`src/rtl/counter_pkg.sv`:
```
// Shared encodings for the up/down counter family: count modes, directions
// and the run/halt controller states.
package counter_pkg;

    localparam logic MODE_WRAP    = 1'b0;
    localparam logic MODE_ONESHOT = 1'b1;

    localparam logic DIR_UP   = 1'b1;
    localparam logic DIR_DOWN = 1'b0;

    typedef enum logic {
        ST_RUN  = 1'b0,
        ST_HALT = 1'b1
    } state_t;

endpackage : counter_pkg

```
`src/rtl/mod_step.sv`:
```
// Combinational modulo step: next count value in the requested direction and
// terminal-value detect. Also used as a digit slice by the BCD cascade.
module mod_step
    import counter_pkg::*;
#(
    parameter int unsigned     WIDTH   = 4,
    parameter longint unsigned MODULUS = 16
) (
    input  logic [WIDTH-1:0] q,
    input  logic             up_dn,
    output logic [WIDTH-1:0] q_next,
    output logic             at_tv
);

    localparam logic [WIDTH:0] TOP_EXT = (WIDTH+1)'(MODULUS - 1);

    logic [WIDTH:0] q_ext;
    logic [WIDTH:0] q_inc;
    logic [WIDTH:0] q_dec;
    logic [WIDTH:0] q_sel;
    logic           unused_msb;

    assign q_ext = {1'b0, q};
    assign q_inc = q_ext + (WIDTH+1)'(1);
    assign q_dec = q_ext - (WIDTH+1)'(1);

    always_comb begin
        at_tv = 1'b0;
        q_sel = q_ext;
        if (up_dn == DIR_UP) begin
            at_tv = (q_ext == TOP_EXT);
            q_sel = at_tv ? '0 : q_inc;
        end else begin
            at_tv = (q_ext == '0);
            q_sel = at_tv ? TOP_EXT : q_dec;
        end
    end

    // Top bit is always clear for any in-range q; kept only so the step
    // never overflows internally.
    assign unused_msb = q_sel[WIDTH];
    assign q_next     = q_sel[WIDTH-1:0];

endmodule : mod_step

```
`src/rtl/mod_updown_counter.sv`:
```
// Parametrised synchronous up/down modulo counter with clear, parallel load,
// wrap/one-shot modes and terminal-count / wrap / done / load-error status.
//
// state   | meaning
// ST_RUN  | counting allowed whenever en=1
// ST_HALT | one-shot reached its terminal value; q frozen until clear/load
module mod_updown_counter
    import counter_pkg::*;
#(
    parameter int unsigned     WIDTH     = 4,
    parameter longint unsigned MODULUS   = 16,
    parameter longint unsigned RESET_VAL = 0
) (
    input  logic             clk,
    input  logic             reset,
    input  logic             en,
    input  logic             up_dn,
    input  logic             mode,
    input  logic             clear,
    input  logic             load,
    input  logic [WIDTH-1:0] load_val,
    output logic [WIDTH-1:0] q,
    output logic             tc,
    output logic             wrap,
    output logic             done,
    output logic             load_err
);

    localparam logic [WIDTH:0]   MOD_EXT = (WIDTH+1)'(MODULUS);
    localparam logic [WIDTH-1:0] Q_TOP   = WIDTH'(MODULUS - 1);
    localparam logic [WIDTH-1:0] Q_RST   = WIDTH'(RESET_VAL);

    state_t           state, state_n;
    logic [WIDTH-1:0] q_n;
    logic             wrap_n;
    logic             done_n;
    logic             load_err_n;
    logic [WIDTH-1:0] step_q;
    logic             step_tv;
    logic             load_ok;

    mod_step #(
        .WIDTH   (WIDTH),
        .MODULUS (MODULUS)
    ) u_step (
        .q      (q),
        .up_dn  (up_dn),
        .q_next (step_q),
        .at_tv  (step_tv)
    );

    // Compare in WIDTH+1 bits so MODULUS = 2**WIDTH is representable.
    assign load_ok = ({1'b0, load_val} < MOD_EXT);

    assign tc = en & step_tv & (state == ST_RUN);

    always_comb begin
        state_n    = state;
        q_n        = q;
        wrap_n     = 1'b0;
        done_n     = done;
        load_err_n = 1'b0;
        if (clear) begin
            q_n     = '0;
            done_n  = 1'b0;
            state_n = ST_RUN;
        end else if (load) begin
            q_n        = load_ok ? load_val : Q_TOP;
            load_err_n = ~load_ok;
            done_n     = 1'b0;
            state_n    = ST_RUN;
        end else if (en && state == ST_RUN) begin
            if (step_tv && mode == MODE_ONESHOT) begin
                done_n  = 1'b1;
                state_n = ST_HALT;
            end else begin
                q_n    = step_q;
                wrap_n = step_tv;
            end
        end
    end

    always_ff @(posedge clk or posedge reset) begin
        if (reset) begin
            state    <= ST_RUN;
            q        <= Q_RST;
            wrap     <= 1'b0;
            done     <= 1'b0;
            load_err <= 1'b0;
        end else begin
            state    <= state_n;
            q        <= q_n;
            wrap     <= wrap_n;
            done     <= done_n;
            load_err <= load_err_n;
        end
    end

endmodule : mod_updown_counter

```
`config.mk`:
```
export PLATFORM = sky130hd
export DESIGN_NAME = mod_updown_counter
export DESIGN_NICKNAME = d
export VERILOG_FILES = /design/src/rtl/counter_pkg.sv /design/src/rtl/mod_step.sv /design/src/rtl/mod_updown_counter.sv
export SDC_FILE = /design/constraint.sdc
export NUM_CORES = 1
export LEC_CHECK = 0
export ABC_AREA = 1
export BUFFER_PORTS_ARGS = -buffer_cell sky130_fd_sc_hd__buf_2
export CAP_MARGIN = 0
export CORE_MARGIN = 2
export CORE_UTILIZATION = 35
export DETAILED_ROUTE_END_ITERATION = 7
export PLACE_DENSITY = 0.62
export SYNTH_ARGS = -nofsm -noshare
export SYNTH_HDL_FRONTEND = slang
export SYNTH_HIERARCHICAL = 1
export SYNTH_SLANG_ARGS = --single-unit
```
`constraint.sdc`:
```
create_clock -name clk -period 2.04 [get_ports clk]
set_clock_uncertainty 0.2 [all_clocks]
set_input_delay 0.102 -clock clk [delete_from_list [all_inputs] [get_ports clk]]
set_output_delay 0.102 -clock clk [all_outputs]
set_load 0.02 [all_outputs]
```
# Yosys cells after proc, flatten, opt, wreduce, memory -nomap -nowiden
# Cells that the tools add are included.
# totals
register_bits	6
out_inout_bits	8
wordCells	33
# classes
muxes	16
n_eq_ne	2
addsub	2
bitwise_logic	3
reduce_logical	7
# ops
operator	n
4-bit two-way mux	7
1-bit two-way mux	9
3-bit nonzero test	2
5-bit logical NOT	1
4-bit by 1-bit adder with 4-bit output (second input constant)	1
4-bit == test (second input constant)	1
2-bit AND reduction	2
4-bit by 1-bit subtractor with 4-bit output (second input constant)	1
3-bit inequality test (second input constant)	1
1-bit bitwise AND	2
1-bit logical AND	2
1-bit NOT	1

# Depth between registers and ports, before layout
# Gate-level depths: netlist of the first run.
# depth
depth_word	7
mapped_depth	10
mapped_depth_nobuf	10

# Hierarchy
# Netlist of the first run, hierarchy kept.
# by_module_without_submodules
module	n_inst	seq_area_each_um2	area_each_um2	cells_each
mod_updown_counter	1	150.1	341.6	48
mod_step	1	0.0	163.9	30

# Worst setup path before layout of the first run
# No wires, ideal clock.
# synth_path
path_kind	register to register
start	register q[1]
end	register q[2]
arrival_time_ps	1494
path_stages_with_launch	9
setup_slack_ps	229
period_less_slack_ps	1811
cell_sequence	dfrtp_1 ha_1 nand3_2 o21ai_0 nand2_1 nand3_1 nand2_2 nand2_1 nand2_1
# synth_via
word_cells_on_any_way	15
cone_classes	add/sub (2); eq/ne (2); mux (8); reduce/logical (3)
# synth_rtl
item	line	source
from (decl)	mod_updown_counter.sv:22	output logic [WIDTH-1:0] q,
from (signal assigned)	mod_updown_counter.sv:92	q <= q_n;
4-bit == test / 5-bit logical NOT (equally long branches)	mod_step.sv:31, mod_step.sv:34	
1-bit two-way mux (*)	mod_step.sv:30	if (up_dn == DIR_UP) begin
net step_tv	mod_updown_counter.sv:39	logic step_tv;
1-bit logical AND (*)	mod_updown_counter.sv:73	if (step_tv && mode == MODE_ONESHOT) begin
3-bit inequality test (no source line) (*)	-	
2-bit AND reduction (no source line) (*)	-	
# The timed path passes the listed nets; every way through them passes the cells marked *. The select of a mux whose other input is x is not followed.
# A chain may end at the register's enable or synchronous reset.

# Final worst setup path of the first run
# layout_path
start	register q[0]
end	output port tc
# layout_via
elab_chain_cells	4
word_cells_on_any_way	5
cone_classes	eq/ne (1); mux (1); bitwise (2); reduce/logical (1)
# layout_rtl
item	line	source
4-bit == test / 5-bit logical NOT (equally long branches)	mod_step.sv:31, mod_step.sv:34	
1-bit two-way mux (*)	mod_step.sv:30	
net step_tv	mod_updown_counter.sv:39	
1-bit bitwise AND (*) (2 in series)	mod_updown_counter.sv:55	assign tc = en & step_tv & (state == ST_RUN);
to (decl)	mod_updown_counter.sv:23	output logic tc,
# The timed path passes the listed nets; every way through them passes the cells marked *.

==> results of run 1 <==
-- what timing repair did --
item | 4_1_cts | 5_1_grt
hold buffers | 6 | 0
endpoints found under the hold margin | 12 | 0
resized for setup | 0 | 3
endpoints found under the setup margin | 0 | 5
-- per-layer routing --
metal  global-route usage (%)  vias to the layer above  wire (um)
met2                     23.1                       11        605
li1                         -                      295          -
met1                     21.1                      257        543
met4                     9.68                        0         31
met5                        0                        -          0
met3                     2.59                        4         45
-- area by class of cell --
type | instances | share of cell area, %
clock buffers | 3 | 3.27
flip-flops and latches | 6 | 22.0
repair buffers | 23 | 21.1
well taps | 15 | 2.72
inverters | 13 | 7.08
multi-input cells | 58 | 43.9
-- sequential cells by signal, summed over array words and instances, names as in the netlist --
register / flops
q: 4
state: 1
wrap: 1
-- worst max-delay path by stage --
stage,end,cells past startpoint,from,slack [ns]
floorplan,q[2],8,q[1],0.23
global placement,q[0],9,q[0],0.20
detailed placement,q[0],9,q[0],0.16
CTS,tc,7,q[0],0.06
global route,tc,7,q[0],-0.004
finish,tc,7,q[0],0.13
-- power by group through the flow --
stage | Combinational (mW) | Sequential [mW] | Clock (mW)
6_report | 0.139 | 0.151 | 0.106
3_5_place_dp | 0.128 | 0.152 | 0
2_1_floorplan | 0.0777 | 0.159 | 0
4_1_cts | 0.137 | 0.150 | 0.113
3_3_place_gp | 0.128 | 0.150 | 0
5_1_grt | 0.158 | 0.154 | 0.121
-- through the flow --
stage	util [%]	area [um2]
after floorplan	-	505
after global placement	45.7	602
final	52.3	689
after CTS	51.9	684
after global routing	52.3	689
after detailed placement	45.7	602
-- worst max-delay path, delay by kind of cell, from the launching register on --
kind | cells | cell delay, ns
flip-flops | 1 | 0.44
buffers and inverters | 3 | 0.31
AND/OR/NAND/NOR | 2 | 0.29
adder cells (fa/ha/maj) | 1 | 0.21
AO/OA/AOI/OAI | 1 | 0.13
-- cells in the final DEF, fill, tap and decap left out, types with 2 or more instances in the layout --
master,synthesis,final
a21oi_1,2,2
buf_2,0,17
clkbuf_4,0,3
dfrtp_1,6,5
dlygate4sd3_1,0,6
ha_1,2,2
inv_1,10,10
inv_2,3,3
nand2_1,18,18
nand3_1,10,10
nand4_1,2,2
nor2_1,11,11
o21ai_0,5,4
-- cells by family after synthesis --
group,count (synthesis)
xor gates and xnor gates,2
DFF,6
AOI/OAI and AO/OA,8
adders and majority gates,2
buffers and inverters,14
other,1
and+or+nand+nor,45
==> flow_metrics.tcl, run 1 <==
set metrics [dict create \
    htreeDepth 1 \
    cts.sinks 6 \
    vias_per_cell 4.81 \
    seq_power_share_pct 38.1 \
    core_um2 1320 \
    slowest_delay_ns 0.44 \
    status "finished clean" \
    period_share_pct 93.6 \
    grt_pass1_wl_um 2130 \
    antenna_found_initial 0 \
    worst_ep_arrival_time_ns 1.61 \
    numCtsBuffers 3 \
    synth_compound_area_share_pct 8.66 \
    num_vias 567 \
    p_per_area_nw_per_um2 574 \
    regArea_um2 151 \
    synth_top_area_cell "dfrtp_1" \
    finalHoldViolations 0 \
    power.switching_mw 0.143 \
    yosysMostFrequentCell "nand2_1" \
    synthSimpleGateAreaFrac_pct 41.3 \
    swShare_pct 36.2 \
    hp-start "load_val[2]" \
    netlist_top_cells_count "nand2_1, nor2_1, inv_1, nand3_1, dfrtp_1" \
    drv_slew 0 \
    grt_overflow_total 0 \
    whs_ns 0.0134 \
    io_pins 19 \
    timing.rr.start "q[0]" \
    async_flop_share_pct 100 \
    cts-root-buf "clkbuf_4" \
    min_period_ns 1.91 \
    synthesis.nets 91 \
    reg2reg_depth 9 \
    path_common_cell "inv_1" \
    crit_chain "inv_1, ha_1, nand4_1, o21ai_2, nand2_1, inv_1, buf_2" \
    track_usage_pct 15.6 \
    critPathLaunchType "flop" \
    wl_per_cell_um 10.4 \
    cp_slowest_cell "dfrtp_2" \
    fin_total_pwr_mw 0.396 \
    maxCapViolations 0 \
    drive_gt1_share_pct 29.1 \
    ys_seq_area_share_pct 29.7 \
    cts_tree "built" \
    rrSetupSlack_ns 0.20 \
    multi_input_area_um2 303 \
    die_y_um 42.0 \
    comb_power_share_pct 35.0 \
    setup_ws_ns 0.130 \
    synth_cells 78 \
    synth_top_family_by_area "simple AND/OR/NAND/NOR gates" \
    crit_type "reg -> out" \
    synth_edf_count 0 \
    clk_pin_slew_ns 0.05 \
    synthMuxAreaShare_pct 0 \
    fillerInstances 136 \
    ant_nets 0 \
    path_max_fanout 7 \
    core.rowCount 13 \
    internal_power_mw 0.253 \
    regToRegEndpoint "q[0]" \
    tns_ns 0 \
    drtPass1Iterations 2 \
    dp_hpwl_um 946 \
    fmax_mhz 524 \
    synth_top_area_share_pct 29.7 \
    synthXorXnorAreaFrac_pct 3.47 \
    setup_viol 0 \
    synth_area_um2 505 \
    synthAdderAreaFrac_pct 4.95 \
    dieArea_um2 1760 \
    post-place-ws_ns 0.161 \
    grt_max_degree 9 \
    ys.flop_type "dfrtp_1" \
    hold_depth 5 \
    ys_seq_elements 6 \
    post_cts_buffers 0 \
    p_leak_nw 0.388 \
    finalNonFillerCells 118 \
    ctsLongestPathBuffers 2 \
    numPortBuffers 17 \
    diodes 0 \
    clkPwrFrac_pct 26.9 \
    avgSynthCellArea_um2 6.48 \
    yosys_warnings 6 \
    place_congestion 0.838 \
    hold_path_class "in -> reg" \
    post-place-cells 109 \
    drtIter0Drc 6 \
    synth_cell_types 19 \
    drc_errors 0 \
    chipWidth_um 42.0 \
    fin_nets 118 \
    wirelength_um 1230 \
    clk_latency_ns 0.24 \
    areaGrowthSynthToFinish_pct 36.4 \
    grt_pass1_vias 531 \
    peakVddDrop_mv 0.304 \
    endpoint_kind "output port" \
    synthTopCellsByArea "dfrtp_1, nand2_1, nand3_1" \
    hold_end "q[2]" \
    critPathRequiredTime_ns 1.74 \
    start_util_pct 38.4 \
]
Power figures use the tool's default switching activity.
==> run 2: changes to the inputs <==
Settings changed: PLACE_DENSITY 0.62 to 0.58.
==> flow_metrics.tcl, run 2 (same netlist as run 1, synthesis figures left out) <==
set metrics [dict create \
    track_usage_pct 16.2 \
    die_y_um 42.0 \
    setup_viol 0 \
    critPathLaunchType "flop" \
    mostFrequentLayoutCell "nand2_1" \
    grt_use_met2_pct 28.1 \
    place_congestion 0.855 \
    whs_ns 0.00742 \
    post-place-ws_ns 0.162 \
    grt_max_degree 9 \
    crit_type "reg -> out" \
    grt_pass1_wl_um 2160 \
    regMostFlops "q" \
    dp_hpwl_um 977 \
    largest_reg_flops 4 \
    io_pins 19 \
    setup_ws_ns 0.150 \
    dpl-instance-area_um2 602 \
    grt.met1_usage_pct 19.1 \
    drtIter0Drc 17 \
    top_regs "q (4), state (1), wrap (1)" \
    tns_ns 0 \
    vias_per_cell 4.85 \
    fin_nets 117 \
    peakVddDrop_mv 0.303 \
    use_met3_pct 2.59 \
    post_cts_buffers 0 \
    cts_tree "built" \
    chipWidth_um 42.0 \
    p_leak_nw 0.384 \
    grt_overflow_total 0 \
    drv_slew 0 \
    diodes 0 \
    cp_slowest_cell "dfrtp_2" \
    period_share_pct 92.6 \
    numCtsBuffers 3 \
    fmax_mhz 529 \
    drtPass1Iterations 4 \
    wirelength_um 1270 \
    post-place-cells 109 \
    core_um2 1320 \
    drc_errors 0 \
    wl_per_cell_um 10.9 \
    htreeDepth 1 \
    path_max_fanout 7 \
    cts-root-buf "clkbuf_4" \
    status "finished clean" \
    layout_common_cells "nand2_1, buf_2, nor2_1" \
    start_util_pct 38.4 \
    ant_nets 0 \
    dieArea_um2 1760 \
    p_per_area_nw_per_um2 584 \
    drive_gt1_share_pct 29.4 \
    final_cell_area_um2 679 \
    worst_ep_arrival_time_ns 1.59 \
    endpoint_kind "output port" \
    crit_chain "inv_1, ha_1, nand4_1, o21ai_2, nand2_1, inv_1, buf_2" \
    finalHoldViolations 0 \
    areaGrowthSynthToFinish_pct 34.4 \
    path_common_cell "inv_1" \
    cts.sinks 6 \
    grt_pass1_vias 535 \
    critPathRequiredTime_ns 1.74 \
    maxCapViolations 0 \
    antenna_found_initial 0 \
    rsz0062_at_grt "false" \
    min_period_ns 1.89 \
    clk_latency_ns 0.24 \
    busiest_layer "met2" \
    clk_pin_slew_ns 0.05 \
    finalNonFillerCells 117 \
    slowest_delay_ns 0.45 \
    core.rowCount 13 \
    ctsLongestPathBuffers 2 \
    numPortBuffers 17 \
    num_vias 567 \
    hold_path_class "in -> reg" \
]
==> run 2: cell count changes in the layout (fill, tap and decap cells not counted), sizes merged <==
cell | before | now
dlygate4sd3 | 6 | 5
==> run 2: layer usage <==
metal	vias up	part of all wire, %
met4	0	0
met1	268	46
li1	292	-
met5	-	0
met2	7	51
met3	0	2.5
==> run 2: final cells by class <==
type	count	area [um2]
Clock buffer	3	22.5
Timing Repair Buffer	22	135
Tap cell	15	18.8
Inverter	13	48.8
Fill cell	139	638
Multi-Input combinational cell	58	303
Sequential cell	6	151
==> run 2: metrics by stage <==
stage,util [%],total power [mW]
2_1_floorplan,-,0.237
3_3_place_gp,45.7,0.278
3_5_place_dp,45.7,0.281
4_1_cts,51.2,0.401
5_1_grt,51.6,0.432
6_report,51.6,0.397
==> run 2: repair_timing <==
item	CTS	global route
gates resized for setup	0	3
endpoints found under the setup margin	0	5
endpoints found under the hold margin	12	0
hold buffers	5	0
==> run 2: final timing paths <==
kind	start	endpoint	slack, ns	depth (start not counted)
min in group asynchronous	reset	q[3]	0.11	3
min	load_val[3]	q[3]	0.007	5
max in group asynchronous	reset	q[0]	1.31	3
min reg2reg	state	state	0.36	2
max reg2reg	q[0]	q[1]	0.22	9
max	q[0]	tc	0.15	7
==> run 2: power breakdown <==
| part | internal (mW) | leakage, nW | switching (mW) |
|---|---|---|---|
| combinational | 0.0558 | 0.292 | 0.0822 |
| clock | 0.0665 | 0.0138 | 0.0413 |
| sequential | 0.129 | 0.0778 | 0.0218 |
==> run 2: critical path, delay by kind of cell, from the launching register on <==
kind	cells	cell delay (ns)
and+or+nand+nor	2	0.26
DFF	1	0.45
buffers and inverters	3	0.32
adders and majority gates	1	0.21
AOI/OAI and AO/OA	1	0.11
==> run 3: changes to the inputs <==
Settings changed: CELL_PAD_IN_SITES_DETAIL_PLACEMENT from default to 1, CELL_PAD_IN_SITES_GLOBAL_PLACEMENT from default to 2, CORE_ASPECT_RATIO from default to 1.5, CORE_UTILIZATION 35 to 23, GPL_ROUTABILITY_DRIVEN from default to 0, PLACE_DENSITY 0.58 to 0.72, SYNTH_HIERARCHICAL 1 to default.
==> flow_metrics.tcl, run 3 <==
set metrics [dict create \
    post-place-cells 123 \
    clk_latency_ns 0.24 \
    dpl-instance-area_um2 626 \
    ys_seq_area_share_pct 28.3 \
    mostFrequentLayoutCell "nand2_1" \
    final_cell_area_um2 688 \
    critPathRequiredTime_ns 1.74 \
    grt_pass1_wl_um 2640 \
    synth_compound_area_share_pct 7.55 \
    synthXorXnorAreaFrac_pct 1.65 \
    chipWidth_um 43.2 \
    wl_per_cell_um 11.4 \
    drv_slew 0 \
    regMostFlops "q" \
    critPathCapture "tc" \
    synthSimpleGateAreaFrac_pct 42.7 \
    drc_errors 0 \
    comb_power_share_pct 35.7 \
    synth_cells 85 \
    synth_top_area_cell "dfrtp_1" \
    cts-root-buf "clkbuf_4" \
    htreeDepth 1 \
    fillerInstances 304 \
    rrSetupSlack_ns 0.33 \
    antenna_found_initial 0 \
    clk_pin_slew_ns 0.05 \
    die_y_um 62.8 \
    ys.flop_type "dfrtp_1" \
    finalHoldViolations 1 \
    synth_edf_count 0 \
    synthMuxAreaShare_pct 0 \
    endpoint_kind "output port" \
    synth_top_family_by_area "simple AND/OR/NAND/NOR gates" \
    ant_nets 0 \
    start_util_pct 24.0 \
    post_cts_resized 0 \
    post-place-ws_ns 0.313 \
    fmax_mhz 534 \
    path_max_fanout 6 \
    peakVddDrop_mv 0.300 \
    yosys_warnings 0 \
    largest_reg_flops 4 \
    dp_hpwl_um 1230 \
    core_um2 2210 \
    internal_power_mw 0.251 \
    regToRegEndpoint "q[3]" \
    io_pins 19 \
    violations "negative hold slack" \
    yosysMostFrequentCell "nand2_1" \
    synthAdderAreaFrac_pct 4.72 \
    netlist_top_cells_count "nand2_1, inv_1, nand3_1, dfrtp_1, nor2_1" \
    reg2reg_depth 9 \
    status "complete, but fails checks" \
    drive_gt1_share_pct 25.2 \
    regArea_um2 150 \
    whs_ns -0.00168 \
    maxCapViolations 0 \
    p_per_area_nw_per_um2 586 \
    grt_overflow_total 0 \
    synth_cell_types 20 \
    critPathLaunchType "flop" \
    clkPwrFrac_pct 27.1 \
    crit_type "reg -> out" \
    multi_input_area_um2 304 \
    period_share_pct 91.8 \
    worst_ep_arrival_time_ns 1.57 \
    p_leak_nw 0.414 \
    cts_tree "built" \
    timing.rr.start "q[0]" \
    hold_buffers 4 \
    tns_ns 0 \
    areaGrowthSynthToFinish_pct 29.7 \
    num_vias 605 \
    synth_area_um2 531 \
    startpoint "q[0]" \
    synthTopCellsByArea "dfrtp_1, nand2_1, inv_1" \
    diodes 0 \
    top_regs "q (4), state (1), wrap (1)" \
    ys_seq_elements 6 \
    drtIter0Drc 7 \
    seq_power_share_pct 37.2 \
    fin_nets 122 \
    final_core_util_pct 31.2 \
    synthesis.nets 98 \
    rsz0062_at_grt "false" \
    layout_common_cells "nand2_1, buf_2, inv_1" \
    avgSynthCellArea_um2 6.24 \
    setup_ws_ns 0.167 \
    setup_viol 0 \
    synth_top_area_share_pct 28.3 \
    track_usage_pct 12.6 \
    ctsLongestPathBuffers 2 \
    fin_total_pwr_mw 0.404 \
    async_flop_share_pct 100 \
    numPortBuffers 17 \
    wirelength_um 1480 \
    numCtsBuffers 3 \
    vias_per_cell 4.65 \
    power.switching_mw 0.153 \
    dieArea_um2 2710 \
    core.rowCount 21 \
    min_period_ns 1.87 \
    grt_pass1_vias 604 \
    hold_depth 5 \
    post_cts_buffers 0 \
    grt_max_degree 10 \
    cts.sinks 6 \
    hold_path_class "in -> reg" \
    finalNonFillerCells 130 \
    swShare_pct 37.9 \
    drtPass1Iterations 3 \
]
==> run 3: changes by cell type after synthesis, moves of 2 or more <==
cell / before / now
inv_2: 3 / 0
nand2_1: 18 / 27
nor2_1: 11 / 6
a21oi_1: 2 / 5
o21ai_0: 5 / 2
nand2_2: 1 / 3
inv_1: 10 / 14
==> run 3: worst max-delay path, stage by stage (launching register included) <==
cell	delay (ns)
dfrtp_1	0.43
inv_1	0.17
ha_1	0.25
nand3_2	0.10
nand2_2	0.09
nand2_1	0.08
inv_1	0.05
buf_2	0.15
==> run 3: worst min-delay path by stage <==
stage	startpoint	to
2_1_floorplan	reset	q[0]
3_3_place_gp	reset	wrap
3_5_place_dp	reset	wrap
4_1_cts	load_val[1]	q[1]
5_1_grt	load_val[1]	q[1]
6_report	load_val[1]	q[1]
==> run 3: routing by layer <==
layer / global-route usage [%] / part of all wire (%)
met3: 1.73 / 2.2
met1: 15.0 / 41
met4: 5.68 / 1.3
met5: 0 / 0
met2: 21.5 / 56
==> run 3: cell type report <==
| type | instances | share of cell area [%] |
|---|---|---|
| Multi-Input combinational cell | 62 | 44.2 |
| Tap cell | 23 | 4.18 |
| Clock buffer | 3 | 3.27 |
| Sequential cell | 6 | 21.8 |
| Timing Repair Buffer | 21 | 18.2 |
| Inverter | 15 | 8.36 |
==> run 3: kinds of logic (layout without fill, tap and decap cells) <==
kind of cell	count (synthesis)	count (layout)
compound gates	8	8
flops	6	6
xor+xnor	1	1
buf+inv	17	39
other cells	1	1
fa+ha+maj	2	2
simple gates	50	50
==> run 3: power groups by stage <==
stage	Combinational [mW]	Clock [mW]	Sequential, mW
after global placement	0.139	0	0.153
after floorplan	0.0926	0	0.156
after global routing	0.167	0.119	0.154
after CTS	0.148	0.114	0.151
after detailed placement	0.141	0	0.152
final	0.144	0.109	0.150
